===== src/rtl/reg_file_pkg.sv =====
// Shared constants and types for the 32 x 16 two-read/one-write register file.
package reg_file_pkg;
    localparam int DATA_W   = 16;
    localparam int ADDR_W   = 5;
    localparam int NUM_REGS = 2 ** ADDR_W;
    localparam int ZERO_REG = 0;

    typedef logic [ADDR_W-1:0] reg_addr_t;
    typedef logic [DATA_W-1:0] reg_data_t;
endpackage


===== src/rtl/reg_file_read_port.sv =====
// One combinational read port: 32:1 mux, r0 forced to zero, optional write-through
// forwarding when REG_FILE_BYPASS_EN is defined.
module reg_file_read_port #(
    parameter int DATA_W = reg_file_pkg::DATA_W,
    parameter int ADDR_W = reg_file_pkg::ADDR_W
) (
    input  logic [2**ADDR_W-1:0][DATA_W-1:0] regs,
    input  logic [ADDR_W-1:0]                rd_addr,
`ifdef REG_FILE_BYPASS_EN
    input  logic                             rst,
    input  logic                             wr_en,
    input  logic [ADDR_W-1:0]                wr_dest,
    input  logic [DATA_W-1:0]                wr_data,
`endif
    output logic [DATA_W-1:0]                rd_data
);
    import reg_file_pkg::*;

    logic is_zero;
    assign is_zero = (rd_addr == ADDR_W'(ZERO_REG));

`ifdef REG_FILE_BYPASS_EN
    // Forward only writes that will actually commit on the coming edge.
    logic fwd;
    assign fwd = rst && wr_en && (wr_dest == rd_addr) && !is_zero;

    always_comb begin
        rd_data = regs[rd_addr];
        if (is_zero)  rd_data = '0;
        else if (fwd) rd_data = wr_data;
    end
`else
    always_comb begin
        rd_data = regs[rd_addr];
        if (is_zero) rd_data = '0;
    end
`endif
endmodule


===== src/rtl/reg_file.sv =====
// Two-read/one-write register file, r0 hardwired to zero, async active-low reset.
// Optional write-through forwarding on the read ports: define REG_FILE_BYPASS_EN.
module reg_file #(
    parameter int DATA_W = reg_file_pkg::DATA_W,
    parameter int ADDR_W = reg_file_pkg::ADDR_W
) (
    input  logic              clk,
    input  logic              rst,
    input  logic              reg_write_en,
    input  logic [ADDR_W-1:0] reg_write_dest,
    input  logic [DATA_W-1:0] reg_write_data,
    input  logic [ADDR_W-1:0] reg_read_addr_1,
    output logic [DATA_W-1:0] reg_read_data_1,
    input  logic [ADDR_W-1:0] reg_read_addr_2,
    output logic [DATA_W-1:0] reg_read_data_2
);
    import reg_file_pkg::*;

    localparam int N_ENT  = 2 ** ADDR_W;
    localparam int N_PORT = 2;

    logic [N_ENT-1:0][DATA_W-1:0]  regs;
    logic [N_PORT-1:0][ADDR_W-1:0] rd_addr;
    logic [N_PORT-1:0][DATA_W-1:0] rd_data;

    // Entry 0 is never written, so it stays at its reset value of zero.
    always_ff @(posedge clk or negedge rst) begin
        if (!rst)
            regs <= '0;
        else if (reg_write_en && reg_write_dest != ADDR_W'(ZERO_REG))
            regs[reg_write_dest] <= reg_write_data;
    end

    assign rd_addr[0]      = reg_read_addr_1;
    assign rd_addr[1]      = reg_read_addr_2;
    assign reg_read_data_1 = rd_data[0];
    assign reg_read_data_2 = rd_data[1];

    for (genvar p = 0; p < N_PORT; p++) begin : g_rd
        reg_file_read_port #(
            .DATA_W (DATA_W),
            .ADDR_W (ADDR_W)
        ) u_port (
            .regs    (regs),
            .rd_addr (rd_addr[p]),
`ifdef REG_FILE_BYPASS_EN
            .rst     (rst),
            .wr_en   (reg_write_en),
            .wr_dest (reg_write_dest),
            .wr_data (reg_write_data),
`endif
            .rd_data (rd_data[p])
        );
    end
endmodule


===== config.mk =====
export PLATFORM = sky130hd
export DESIGN_NAME = reg_file
export DESIGN_NICKNAME = d
export VERILOG_FILES = /design/src/rtl/reg_file_pkg.sv /design/src/rtl/reg_file_read_port.sv /design/src/rtl/reg_file.sv
export SDC_FILE = /design/constraint.sdc
export NUM_CORES = 1
export LEC_CHECK = 0
export ABC_AREA = 1
export CAP_MARGIN = 10
export CORE_UTILIZATION = 30
export DETAILED_ROUTE_END_ITERATION = 8
export GPL_TIMING_DRIVEN = 1
export PLACE_DENSITY = 0.52
export SYNTH_ARGS = -nofsm -noshare
export SYNTH_HDL_FRONTEND = slang
export SYNTH_SLANG_ARGS = --single-unit

===== constraint.sdc =====
create_clock -name clk -period 6.15 [get_ports clk]
set_clock_uncertainty 0.05 [all_clocks]
set_input_delay 1.5375 -clock clk [delete_from_list [all_inputs] [get_ports clk]]
set_output_delay 1.5375 -clock clk [all_outputs]
set_load 0.02 [all_outputs]

==> flow_metrics.py <==
metrics = {
    "run_status": {
        "outcome": "finished, final reports clean",
    },
    "sta": {
        "report.final.slew_viol_count": 0,
        "setup_viol": 0,
        "slew_headroom_pct": 25.54,
        "fin_crit_sh_pct": 96.46,
        "grt_setup_unrepaired": "no",
        "min_period_ns": 5.933,
        "fmax_mhz": 168.6,
        "finalSetupTns_ns": 0,
        "hold_viol": 0,
        "worst_pin_slew_ns": 1.114,
    },
    "power": {
        "p_per_area_nw_per_um2": 319.9,
        "p_sw_mw": 3.429,
        "clockPowerShare_pct": 34.3,
        "p_sw_share_pct": 32.96,
        "pwr-share-comb_pct": 21.3,
        "total_power_mw": 10.40,
        "power.leakage_nw": 14.92,
        "intPower_mw": 6.975,
        "p_seq_share_pct": 44.4,
        "ir_worst_vdd_mv": 0.2258,
    },
    "setup_path": {
        "critPathTopFamily": "buffers and inverters",
        "cp.required_ns": 4.56,
        "critPathLaunch": "reg_read_addr_2[0]",
        "arrival_ns": 4.35,
        "crit_end": "reg_read_data_2[11]",
        "reg2reg_depth": 2,
        "crit_cells": 11,
        "r2r-start": "regs[258]$_DFFE_PN0P_",
        "cpPeakStageDelay_ns": 0.70,
        "crit_fanout": 67,
        "crit_slowest_cell": "clkdlybuf4s50_1",
        "rrSetupSlack_ns": 5.34,
        "crit_path_start_kind": "input pin",
        "reg2reg_to": "regs[258]$_DFFE_PN0P_",
        "cp.buffers_inverters": 5,
        "worst_setup_path_end_kind": "output pin",
        "crit_chain": "buf_8 -> inv_8 -> buf_12 -> buf_12 -> nand2_1 -> nand3_1 -> nand3_1 -> a21oi_1 -> nor2_1 -> nor2_1 -> clkdlybuf4s50_1",
        "path_class": "in -> out",
    },
    "route": {
        "dr.pass1.iters": 6,
        "routedWlPerCell_um": 21.08,
        "dr.first_iter.drc_count": 2890,
        "drc": 0,
        "vias": 27920,
        "totalWireLength_mm": 113.0,
        "viasPerCell": 5.209,
        "antenna_left": 0,
    },
    "hold_path": {
        "hp-class": "reg -> reg",
    },
    "grt": {
        "grt.overflow.total": 0,
        "track_usage_pct": 23.49,
        "antenna_found_initial": 3,
        "grt_pass1_wl_mm": 170.6,
        "grt_pass1_vias": 26140,
        "grt_max_degree": 121,
    },
    "clocking": {
        "clock_sinks": 512,
        "clkSlewWorstSetupHoldPaths_ns": 0.06,
        "cts-htree-levels": 2,
        "cts_made_buffers": 59,
        "clk_path_buf_depth": 3,
        "root_buffer": "clkbuf_16",
        "clk_latency_ns": 0.64,
        "ctsHoldBuffers": 0,
        "cts_tree": "yes",
        "post_cts_resized": 0,
        "post-cts-setup-buffers": 0,
    },
    "yosys": {
        "ys_types": 21,
        "syn-cell-area_um2": 28510,
        "postSynthAreaPerCell_um2": 6.809,
        "yosysWarnings": 0,
        "synth-seq-cells": 512,
        "synth_cells": 4188,
        "synth-seq-area-share_pct": 44.93,
        "syn_nets": 4222,
    },
    "final_layout": {
        "largest_register": "regs",
        "layout-area-overhead-vs-synth_pct": 14.06,
        "drive_gt1_share_pct": 6.555,
        "largest_reg_flops": 512,
        "nets": 4092,
        "utilization_pct": 34.69,
        "final_cells": 5359,
        "reg_top3": "regs (512)",
    },
    "floorplanning": {
        "row_count": 112,
        "die-height_um": 310.3,
        "fp.coreArea_um2": 93750,
        "dieArea_um2": 96290,
        "num_io_pins": 66,
        "start_util_pct": 30.42,
        "dieWidth_um": 310.3,
    },
    "place": {
        "placed_cells": 5251,
        "port_buffers": 65,
        "gp_congestion": 0.9306,
        "dp_hpwl_mm": 68.86,
    },
    "flow_run": {
        "drv_cap": 0,
    },
}
## worst min path at each step
stage / start / endpoint / slack [ns] / cells past startpoint
final: regs[11]$_DFFE_PN0P_ / regs[11]$_DFFE_PN0P_ / 0.35 / 0
after global routing: regs[8]$_DFFE_PN0P_ / regs[8]$_DFFE_PN0P_ / 0.37 / 0
after CTS: regs[11]$_DFFE_PN0P_ / regs[11]$_DFFE_PN0P_ / 0.35 / 0
after detailed placement: regs[6]$_DFFE_PN0P_ / regs[6]$_DFFE_PN0P_ / 0.34 / 0
after global placement: regs[9]$_DFFE_PN0P_ / regs[9]$_DFFE_PN0P_ / 0.34 / 0
after floorplan: regs[0]$_DFFE_PN0P_ / regs[0]$_DFFE_PN0P_ / 0.40 / 1
## synth_stat cells (all sizes together)
| library cell | number | area [um2] |
|---|---|---|
| nand3 | 696 | 3483 |
| o211ai | 4 | 30.03 |
| inv | 54 | 202.7 |
| nor2 | 365 | 1458 |
| nand2 | 1550 | 5838 |
| nor4 | 1 | 12.51 |
| buf | 131 | 599.3 |
| clkinv | 3 | 11.26 |
| dfrtp | 512 | 12810 |
| nor3 | 11 | 65.06 |
| a21oi | 267 | 1336 |
| o21ai | 349 | 1747 |
| clkbuf | 245 | 919.6 |
## layer usage
layer / wire (um) / GRT usage, % / vias to the layer above
met5: 7 / 0 / -
met4: 4076 / 8.512 / 2
met3: 8972 / 4.059 / 203
met2: 49730 / 36.44 / 1101
met1: 50180 / 32.69 / 13270
li1: - / - / 13340
## area by class of cell
type	instances	area, um2
Antenna cell	1	2.502
Multi-Input combinational cell	3243	13990
Clock inverter	19	152.6
Inverter	57	241.5
Tap cell	1254	1569
Clock buffer	88	1785
Timing Repair Buffer	185	1972
Sequential cell	512	12810
Fill cell	10010	61230
## cell families after synthesis
family / synth area share, %
compound gates: 10.92
buf+inv: 6.077
flops: 44.93
simple gates: 38.07
## cells in the final DEF (no fill, tap or decap), drive strengths merged
cell and count:
nand2 1550, nand3 696, dfrtp 512, nor2 365, o21ai 349, a21oi 267
buf 137, clkbuf 88, inv 52, clkdlybuf4s50 48, clkinv 22, nor3 11
o211ai 4, bufinv 2, diode 1, nor4 1
## metrics by stage
| step | hold WS, ns | cell area [um2] | setup WS, ns |
|---|---|---|---|
| after floorplan | 0.4008 | 28510 | 1.645 |
| after global placement | 0.3393 | 30580 | 0.3221 |
| after detailed placement | 0.3387 | 30580 | 0.4005 |
| after CTS | 0.3523 | 32520 | 0.3900 |
| after global routing | 0.3653 | 32520 | 0.2078 |
| final | 0.3510 | 32520 | 0.2175 |
## power groups by stage
stage	sequential [mW]	clock (mW)	combinational (mW)
finish	4.62	3.57	2.22
global route	4.71	3.77	2.53
CTS	4.61	3.65	2.21
detailed placement	4.66	0	2.21
global placement	4.67	0	2.17
floorplan	4.51	0	1.53
Power figures use the tool's default switching activity.
